`src/rtl/regfile_2r1w_init.sv`:
```
// Parametrised 2-read/1-write register file with registered reads, bypass and clear sequencer.
// Optional ZERO_REG_EN: register 0 reads as zero and ignores writes.
module regfile_2r1w_init #(
    parameter int                 DATA_W   = 8,
    parameter int                 ADDR_W   = 3,
    parameter logic [DATA_W-1:0]  INIT_VAL = '0
) (
    input  logic              clk,
    input  logic              rst,
    input  logic              clr,
    input  logic              we,
    input  logic [ADDR_W-1:0] A3,
    input  logic [DATA_W-1:0] WD3,
    input  logic              re,
    input  logic [ADDR_W-1:0] A1,
    input  logic [ADDR_W-1:0] A2,
    output logic [DATA_W-1:0] RD1,
    output logic [DATA_W-1:0] RD2,
    output logic              rd_valid,
    output logic              busy
);

    localparam int DEPTH = 2 ** ADDR_W;

    typedef enum logic {
        S_INIT,
        S_READY
    } state_t;

    state_t            r_state;
    state_t            w_state_nxt;
    logic [ADDR_W-1:0] r_clr_idx;
    logic [ADDR_W-1:0] w_idx_nxt;
    logic [DATA_W-1:0] r_rd1;
    logic [DATA_W-1:0] r_rd2;
    logic              r_rd_valid;
    logic [DATA_W-1:0] r_mem [DEPTH];

    logic              w_mem_we;
    logic [ADDR_W-1:0] w_mem_addr;
    logic [DATA_W-1:0] w_mem_wd;
    logic              w_rd_en;
    logic              w_wr_ok;
    logic              w_byp1;
    logic              w_byp2;
    logic [DATA_W-1:0] w_rd1;
    logic [DATA_W-1:0] w_rd2;

`ifdef ZERO_REG_EN
    assign w_wr_ok = (A3 != '0);
`else
    assign w_wr_ok = 1'b1;
`endif

    assign w_byp1 = we && w_wr_ok && (A3 == A1);
    assign w_byp2 = we && w_wr_ok && (A3 == A2);

    always_comb begin
        w_rd1 = w_byp1 ? WD3 : r_mem[A1];
        w_rd2 = w_byp2 ? WD3 : r_mem[A2];
`ifdef ZERO_REG_EN
        // Entry 0 still gets cleared, but its contents are never visible.
        if (A1 == '0) w_rd1 = '0;
        if (A2 == '0) w_rd2 = '0;
`endif
    end

    always_comb begin
        w_state_nxt = r_state;
        w_idx_nxt   = r_clr_idx;
        w_mem_we    = 1'b0;
        w_mem_addr  = A3;
        w_mem_wd    = WD3;
        w_rd_en     = 1'b0;
        unique case (r_state)
            S_INIT: begin
                w_mem_we   = 1'b1;
                w_mem_addr = r_clr_idx;
                w_mem_wd   = INIT_VAL;
                if (&r_clr_idx) begin
                    w_state_nxt = S_READY;
                    w_idx_nxt   = '0;
                end else begin
                    w_idx_nxt = r_clr_idx + 1'b1;
                end
            end
            S_READY: begin
                if (clr) begin
                    w_state_nxt = S_INIT;
                    w_idx_nxt   = '0;
                end else begin
                    w_mem_we = we && w_wr_ok;
                    w_rd_en  = re;
                end
            end
        endcase
    end

    always_ff @(posedge clk or negedge rst) begin
        if (!rst) begin
            r_state    <= S_INIT;
            r_clr_idx  <= '0;
            r_rd1      <= '0;
            r_rd2      <= '0;
            r_rd_valid <= 1'b0;
        end else begin
            r_state    <= w_state_nxt;
            r_clr_idx  <= w_idx_nxt;
            r_rd_valid <= w_rd_en;
            if (w_rd_en) begin
                r_rd1 <= w_rd1;
                r_rd2 <= w_rd2;
            end
        end
    end

    // Array has no reset; the sequencer owns its initial contents.
    always_ff @(posedge clk) begin
        if (w_mem_we) r_mem[w_mem_addr] <= w_mem_wd;
    end

    assign RD1      = r_rd1;
    assign RD2      = r_rd2;
    assign rd_valid = r_rd_valid;
    assign busy     = (r_state == S_INIT);

endmodule

```
`config.mk`:
```
export PLATFORM = sky130hd
export DESIGN_NAME = regfile_2r1w_init
export DESIGN_NICKNAME = d
export VERILOG_FILES = /design/src/rtl/regfile_2r1w_init.sv
export SDC_FILE = /design/constraint.sdc
export NUM_CORES = 1
export LEC_CHECK = 0
export CAP_MARGIN = 20
export CORE_MARGIN = 5
export CORE_UTILIZATION = 55
export CTS_CLUSTER_DIAMETER = 60
export DETAILED_ROUTE_END_ITERATION = 8
export PLACE_DENSITY_LB_ADDON = 0.25
export SLEW_MARGIN = 0
export SYNTH_ARGS = -nofsm -noshare
export SYNTH_HDL_FRONTEND = slang
export SYNTH_SLANG_ARGS = --single-unit
```
`constraint.sdc`:
```
create_clock -name clk -period 3.6 [get_ports clk]
set_input_delay 0.54 -clock clk [delete_from_list [all_inputs] [get_ports clk]]
set_output_delay 0.54 -clock clk [all_outputs]
set_load 0.02 [all_outputs]
```
==> results.toml, run 1 <==
[outcome]
outcome = "finished, final reports clean"

[clocking]
inserted_clock_buffers = 9
cts_resized = 0
cts-htree-levels = 3
post_cts.repair.setup_buffers = 0
clk_pin_slew_ns = 0.09
tritoncts_clock_tree = "done"
clock_latency_ns = 0.35
cts-root-buf = "clkbuf_8"
postCtsHoldBufs = 0
tritoncts_num_sinks = 85
cts_buffer_depth = 2

[worst_setup_path]
setup.worst_path.class = "in2reg"
worst-endpoint-required_ns = 3.81
crit_path_end_kind = "flop"
regToRegEndpoint = "RD2[0]"
cp_slowest_stage_delay_ns = 0.88
timing.reg2reg.worst_path_depth = 5
critPathCapture = "RD2[0]"
cell_with_the_largest_stage_delay_on_the_worst_path = "clkdlybuf4s50_1"
launch_point_of_the_worst_path = "A2[1]"
cp.arrival_ns = 2.53
critical_path.max_fanout = 10
rr_startpoint = "r_state"
path_cells = "clkdlybuf4s50_1, buf_12, mux4_2, mux2i_1, o221ai_2"
r2r_setup_slack_ns = 1.48
crit_path_start_kind = "input port"

[finish]
antenna_cells = 0
layout_commonest_cell = "edfxtp_1"
multi_input_comb_area_sq_um = 1510
ff_latch_area_sq_um = 2450
final_cell_area_sq_um = 4880
layout-area-overhead-vs-synth_pct = 19.8
final_cell_mix = "edfxtp_1 (64), clkdlybuf4s50_1 (39), mux4_2 (32), dfrtp_1 (21), nand2_1 (19)"
layout-drive-gt1-share_pct = 28.1
final.fill_count = 503
nets = 318
final_std_cells_w_o_fill = 398

[global_routing]
antenna_violations_before_repair = 0
grt_pass1_wl_um = 14900
grt_start_max_net_pins = 22
grt_use_total_pct = 23.2
first_global_vias = 2624
grt_overflow_total = 0

[floorplan]
die_y_um = 96.1
die-width_um = 96.1
num_rows = 31
ios = 40
core_area_sq_um = 7210
starting_density_of_the_core_pct = 56.5
die_area_sq_um = 9230

[timing]
report.final.slew_viol_count = 0
max_freq_mhz = 432
fin_crit_ns = 2.32
timing.setup.tns_ns = 0
fin_worst_skew_ns = 0.00599
finalHoldViolCount = 0
finalCritPeriodShare_pct = 64.3
pin_slew_with_the_least_headroom_to_its_limit_ns = 0.683
setup_viol = 0
slew_headroom_pct = 54.4
setup_repair_after_global_routing_missed_its_margin = "no"
fin_ws_ns = 1.28

[yosys]
synth.yosys.seq_area_share_pct = 60.1
syn_avg_cell_area_sq_um = 17.0
synth.yosys.warnings = 0
postSynthRegisterBits = 85
netlist_area_pre_place_sq_um = 4070
yosys.cell_types.count = 39
postSynthCellCount = 240
synth.net_count = 264

[placement]
dp_hpwl_um = 6670
gp_congestion = 0.806
dpl-instance-area_sq_um = 4650
placement.io_buffers = 39
placedCellCount = 381
place_worst_setup_slack_ns = 0.923

[drt]
drt_pass1_iterations = 5
post_drt_wl_per_cell_um = 23.9
drt_wl_total_um = 9510
route.detailed.vias_per_inst = 6.20
drc_errors = 0
count_of_nets_left_with_antenna_violations_after_detail_routing = 0
drt_iter0_drc = 209
num_vias = 2466

[min_path]
hold_path.class = "in2async"

[power_and_ir_drop]
powerDensity_nw_per_um2 = 774
highest_ir_drop_seen_on_vdd_mv = 0.361
leakage_nw = 1.81

[job]
drv.max_cap_violation_count = 0
## metal layers
| metal | track usage, % | wire length [um] |
|---|---|---|
| met1 | 30.6 | 3740 |
| met2 | 38.6 | 4820 |
| met3 | 4.14 | 754 |
| met4 | 9.00 | 197 |
| met5 | 0 | 0 |
## registers in the layout (all words and copies together), names as in the netlist
register   cells
r_mem         64
RD1            8
r_clr_idx      3
RD2            8
rd_valid       1
r_state        1
## where the power goes
group / switching, mW / internal (mW) / leakage [nW]
logic: 0.807 / 0.642 / 0.847
registers: 0.174 / 1.49 / 0.859
clock network: 0.345 / 0.324 / 0.104
total: 1.33 / 2.45 / 1.81
## synthesized netlist by cell type
cell / count / area [sq um]
dfrtp_1: 21 / 526
mux2i_1: 15 / 150
ha_1: 2 / 25.0
o31ai_4: 1 / 21.3
nor2b_1: 1 / 6.26
nor4_2: 1 / 12.5
and2b_1: 1 / 7.51
buf_1: 1 / 3.75
xnor2_1: 4 / 35.0
mux2_2: 1 / 11.3
and4bb_2: 1 / 12.5
nand3b_1: 1 / 7.51
o221ai_2: 7 / 105
nand2_1: 19 / 71.3
o32ai_1: 1 / 8.76
o211ai_2: 1 / 12.5
xnor2_2: 1 / 16.3
inv_2: 2 / 7.51
nor2_1: 17 / 63.8
a221oi_1: 7 / 61.3
o311ai_0: 1 / 8.76
o31a_1: 1 / 8.76
a211oi_1: 1 / 7.51
mux2i_4: 2 / 45.0
or4_4: 1 / 11.3
buf_6: 2 / 22.5
nand2b_1: 1 / 6.26
mux4_2: 32 / 721
buf_2: 6 / 30.0
and4b_1: 1 / 10.0
clkbuf_1: 5 / 18.8
nor3_1: 2 / 10.0
a22o_1: 2 / 17.5
or2b_1: 1 / 7.51
edfxtp_1: 64 / 1920
o21bai_1: 1 / 7.51
inv_1: 9 / 33.8
nor4_1: 1 / 6.26
a21o_1: 2 / 15.0
## stage by stage
| step | hold slack (ns) | power, mW | util [%] |
|---|---|---|---|
| 3_3_place_gp | 0.478 | 3.09 | 64.5 |
| 2_1_floorplan | 0.244 | 2.52 | - |
| 5_1_grt | 0.444 | 3.98 | 67.6 |
| 4_1_cts | 0.501 | 3.80 | 67.3 |
| 3_5_place_dp | 0.486 | 3.13 | 64.5 |
| 6_report | 0.446 | 3.78 | 67.6 |
## layout make-up
| cell class | count | area share, % |
|---|---|---|
| Sequential cell | 85 | 50.2 |
| Multi-Input combinational cell | 130 | 30.9 |
| Timing Repair Buffer | 57 | 11.4 |
| Clock buffer | 9 | 2.54 |
| Tap cell | 99 | 2.54 |
| Clock inverter | 7 | 1.54 |
| Inverter | 11 | 0.846 |
## worst min path at each step
stage,start,endpoint,slack (ns),depth (start not counted)
floorplan,rst,RD1[0],0.24,0
global placement,RD2[2],RD2[2],0.48,2
detailed placement,RD2[5],RD2[5],0.49,2
CTS,RD2[2],RD2[2],0.50,2
global route,rst,r_clr_idx[2],0.44,1
finish,rst,r_clr_idx[0],0.45,1
## cells by family (layout without fill, tap and decap cells)
| kind of cell | after synthesis | in the layout | share of synthesized area [%] |
|---|---|---|---|
| xor+xnor | 5 | 5 | 1.26 |
| buf+inv | 25 | 84 | 2.86 |
| flops | 85 | 85 | 60.1 |
| fa+ha+maj | 2 | 2 | 0.614 |
| mux | 50 | 50 | 22.8 |
| simple gates | 48 | 48 | 5.71 |
| compound gates | 25 | 25 | 6.73 |
## critical path: cells and delay by family
kind | cells | cell delay [ns]
compound gates | 1 | 0.14
buf+inv | 2 | 1.12
mux | 2 | 0.73
No activity file was read; power rests on OpenSTA's default activity.
==> inputs of run 2 (changes only) <==
CORE_UTILIZATION = 51   (was 55)
clock period = 1.9 ns   (was 3.6 ns; I/O delays follow)
==> results.toml, run 2 (same netlist as run 1, synthesis figures left out) <==
[floorplan]
ios = 40
core_area_sq_um = 7770
die_area_sq_um = 9880
die_y_um = 99.4
die-width_um = 99.4
starting_density_of_the_core_pct = 52.4
num_rows = 32

[timing]
fin_worst_skew_ns = 0.00939
setup_viol = 0
finalHoldViolCount = 0
worst_hold_slack_across_all_endpoints_ns = 0.273
pin_slew_with_the_least_headroom_to_its_limit_ns = 0.545
report.final.slew_viol_count = 0
fin_crit_ns = 1.90
max_freq_mhz = 526
slew_headroom_pct = 63.7
finalCritPeriodShare_pct = 100
timing.setup.tns_ns = 0
setup_repair_after_global_routing_missed_its_margin = "yes"
fin_ws_ns = 0.000364

[worst_setup_path]
setup.worst_path.class = "reg2reg"
critical_path.max_fanout = 8
cp.arrival_ns = 2.18
cell_with_the_largest_stage_delay_on_the_worst_path = "or4_4"
worst-endpoint-required_ns = 2.18
crit_path_end_kind = "flop"
path_cells = "mux2i_4, buf_6, xnor2_2, or4_4, o221ai_2"
cp_slowest_stage_delay_ns = 0.64
crit_path_start_kind = "flop"

[outcome]
outcome = "finished, final reports clean"

[finish]
layout_commonest_cell = "edfxtp_1"
largest_register_ffs = 64
final_cell_mix = "edfxtp_1 (64), buf_4 (46), clkdlybuf4s50_1 (38), mux4_2 (32), dfrtp_1 (20)"
antenna_cells = 0
layout-area-overhead-vs-synth_pct = 28.1
layout-drive-gt1-share_pct = 37.6
largest-register = "r_mem"
final_std_cells_w_o_fill = 437
final.fill_count = 575
nets = 354

[drt]
drt_pass1_iterations = 4
drc_errors = 0
num_vias = 2524
route.detailed.vias_per_inst = 5.78
post_drt_wl_per_cell_um = 21.6
count_of_nets_left_with_antenna_violations_after_detail_routing = 0
drt_wl_total_um = 9430
drt_iter0_drc = 141

[power_and_ir_drop]
totalPowerFinal_mw = 7.56
net-switching-power_mw = 2.59
power.share.switching_pct = 34.2
sequentialPowerShare_pct = 41.7
leakage_nw = 2.00
highest_ir_drop_seen_on_vdd_mv = 0.686
power.combinational.fraction_pct = 41.9
p_clk_share_pct = 16.4
powerDensity_nw_per_um2 = 1450
intPower_mw = 4.98

[placement]
gp_congestion = 0.809
placedCellCount = 419
placement.io_buffers = 39
dp_hpwl_um = 6750
place_worst_setup_slack_ns = -0.331

[clocking]
inserted_clock_buffers = 9
tritoncts_clock_tree = "done"
postCtsHoldBufs = 0
clk_pin_slew_ns = 0.08
cts-root-buf = "clkbuf_8"
cts_buffer_depth = 2
cts-htree-levels = 3
clock_latency_ns = 0.35
tritoncts_num_sinks = 85

[global_routing]
antenna_violations_before_repair = 0
first_global_vias = 2705
grt_start_max_net_pins = 22
grt_overflow_total = 0
grt_pass1_wl_um = 15000
grt_use_total_pct = 20.8

[min_path]
hold_path.class = "in2async"

[job]
drv.max_cap_violation_count = 0
==> run 2: routing by layer <==
metal / wire (um) / share of wire [%] / track usage, %
met1: 3860 / 41 / 26.2
met2: 4840 / 51 / 35.6
met3: 516 / 5.5 / 4.35
met4: 210 / 2.2 / 7.88
met5: 0 / 0 / 0
==> run 2: timing repair <==
item | in CTS | in global routing
setup buffers | 1 | 1
pin swaps | 2 | 5
resized for setup | 4 | 9
endpoints found under the setup margin | 30 | 16
==> run 2: through the flow <==
step           utilization (%)  cell area, sq um
3_5_place_dp              63.8              4960
6_report                  67.2              5220
2_1_floorplan                -              4070
5_1_grt                   67.2              5220
4_1_cts                   66.7              5180
3_3_place_gp              63.8              4960
==> run 2: final cells by class <==
class | instances | area (sq um) | share of cell area [%]
well taps | 102 | 128 | 2.45
inverters | 11 | 41.3 | 0.791
clock buffers | 9 | 124 | 2.37
clock inverters | 7 | 66.3 | 1.27
flip-flops and latches | 85 | 2450 | 46.9
repair buffers | 93 | 868 | 16.6
multi-input cells | 130 | 1540 | 29.5
==> run 2: worst max-delay path, delay by kind of cell, from the launching register on <==
family          cells  cell delay (ns)
flops               1             0.47
compound gates      1             0.21
xor+xnor            1             0.06
simple gates        1             0.64
buf+inv             1             0.14
mux                 1             0.30
==> run 2: path summary, 6_finish.rpt <==
check	from	to	slack (ns)	cells after the start
min reg2reg	RD2[1]	RD2[1]	0.49	2
min in group clk	RD2[1]	RD2[1]	0.49	2
max	r_state	RD2[4]	0.0004	5
max reg2reg	r_state	RD2[4]	0.0004	5
max in group asynchronous	rst	RD1[5]	1.39	2
min	rst	r_clr_idx[2]	0.27	2
==> run 2: power groups by stage <==
stage | combinational [mW] | clock (mW) | sequential, mW
2_1_floorplan | 1.49 | 0 | 3.29
3_3_place_gp | 3.01 | 0 | 3.15
3_5_place_dp | 3.05 | 0 | 3.18
4_1_cts | 3.10 | 1.26 | 3.15
5_1_grt | 3.39 | 1.35 | 3.22
6_report | 3.17 | 1.24 | 3.16
==> inputs of run 3 (changes only) <==
CORE_UTILIZATION = 55   (was 51)
clock period = 2.07 ns   (was 1.9 ns; I/O delays follow)
==> results.toml, run 3 (same netlist as run 1, synthesis figures left out) <==
[outcome]
outcome = "finished, final reports clean"

[power_and_ir_drop]
leakage_nw = 1.93
powerDensity_nw_per_um2 = 1320
highest_ir_drop_seen_on_vdd_mv = 0.653

[global_routing]
grt_use_total_pct = 22.5
grt_overflow_total = 0
antenna_violations_before_repair = 0
grt_pass1_wl_um = 14700
first_global_vias = 2674
grt_start_max_net_pins = 22

[drt]
post_drt_wl_per_cell_um = 22.6
drt_wl_total_um = 9540
drt_pass1_iterations = 4
drc_errors = 0
count_of_nets_left_with_antenna_violations_after_detail_routing = 0
drt_iter0_drc = 175
num_vias = 2565
route.detailed.vias_per_inst = 6.08

[job]
drv.max_cap_violation_count = 0

[min_path]
hold_path.class = "in2async"

[placement]
placedCellCount = 406
dp_hpwl_um = 6840
gp_congestion = 0.825
placement.io_buffers = 39
place_worst_setup_slack_ns = -0.163

[finish]
nets = 344
final.fill_count = 488
layout-area-overhead-vs-synth_pct = 25.2
final_std_cells_w_o_fill = 422
final_cell_mix = "edfxtp_1 (64), clkdlybuf4s50_1 (38), buf_4 (38), mux4_2 (32), dfrtp_1 (20)"
largest-register = "r_mem"
layout_commonest_cell = "edfxtp_1"
antenna_cells = 0
layout-drive-gt1-share_pct = 33.4
largest_register_ffs = 64

[clocking]
cts-htree-levels = 3
clk_pin_slew_ns = 0.09
clock_latency_ns = 0.35
tritoncts_num_sinks = 85
cts_buffer_depth = 2
tritoncts_clock_tree = "done"
inserted_clock_buffers = 9
cts-root-buf = "clkbuf_8"
postCtsHoldBufs = 0

[worst_setup_path]
cp.arrival_ns = 2.24
crit_path_end_kind = "flop"
crit_path_start_kind = "flop"
worst-endpoint-required_ns = 2.34
setup.worst_path.class = "reg2reg"
timing.reg2reg.worst_path_depth = 6
rr_startpoint = "r_state"
r2r_setup_slack_ns = 0.1
critical_path.max_fanout = 8
regToRegEndpoint = "RD2[4]"

[timing]
fin_worst_skew_ns = 0.00765
setup_viol = 0
report.final.slew_viol_count = 0
worst_hold_slack_across_all_endpoints_ns = 0.294
fin_ws_ns = 0.0993
fin_crit_ns = 1.97
slew_headroom_pct = 49.1
finalCritPeriodShare_pct = 95.2
finalHoldViolCount = 0
pin_slew_with_the_least_headroom_to_its_limit_ns = 0.761
max_freq_mhz = 507

[floorplan]
ios = 40
num_rows = 31
die_area_sq_um = 9230
starting_density_of_the_core_pct = 56.5
die-width_um = 96.1
core_area_sq_um = 7210
die_y_um = 96.1
==> run 3: final cells by class <==
| cell class | instances | area (sq um) | area share (%) |
|---|---|---|---|
| Clock buffer | 10 | 128 | 2.50 |
| Clock inverter | 4 | 50.0 | 0.982 |
| Inverter | 11 | 41.3 | 0.810 |
| Multi-Input combinational cell | 130 | 1510 | 29.7 |
| Sequential cell | 85 | 2450 | 48.0 |
| Tap cell | 99 | 124 | 2.43 |
| Timing Repair Buffer | 83 | 795 | 15.6 |
==> run 3: worst max-delay path, stage by stage (launching register included) <==
cell	delay [ns]
dfrtp_2	0.50
buf_4	0.17
nor2b_1	0.15
o32ai_1	0.10
buf_4	0.15
or4_4	0.61
o221ai_2	0.20
==> run 3: worst max path at each step <==
stage,from,slack (ns),end
floorplan,r_state,0.17,r_mem[6][0]
global placement,A3[0],-0.13,RD2[1]
detailed placement,clr,-0.16,RD2[2]
CTS,r_state,0.06,RD2[4]
global route,r_state,-0.01,RD1[4]
finish,r_state,0.1,RD2[4]
==> run 3: metal layers <==
metal	up-vias	share of wire, %	track usage, %
met5	-	0	0
met4	0	1.5	5.92
met3	12	7.3	5.16
met2	80	50	36.7
met1	1351	41	30.6
li1	1122	-	-
==> run 3: power breakdown <==
group	switching [mW]	internal (mW)	total (mW)
combinational	1.39	1.32	2.71
clock	0.566	0.545	1.11
sequential	0.332	2.59	2.92
==> run 3: repair_timing <==
| item | 4_1_cts | 5_1_grt |
|---|---|---|
| buffers inserted | 0 | 2 |
| endpoints found under the setup margin | 19 | 18 |
| pin swaps | 0 | 2 |
| gates resized for setup | 2 | 1 |
==> run 3: stage by stage <==
stage	utilization [%]	instance area [sq um]	setup TNS [ns]	power, mW
2_1_floorplan	-	4070	0	4.39
3_3_place_gp	67.8	4890	-1.95	5.56
3_5_place_dp	67.8	4890	-3.76	5.64
4_1_cts	70.3	5070	0	6.75
5_1_grt	70.7	5100	-0.0118	7.09
6_report	70.7	5100	0	6.75
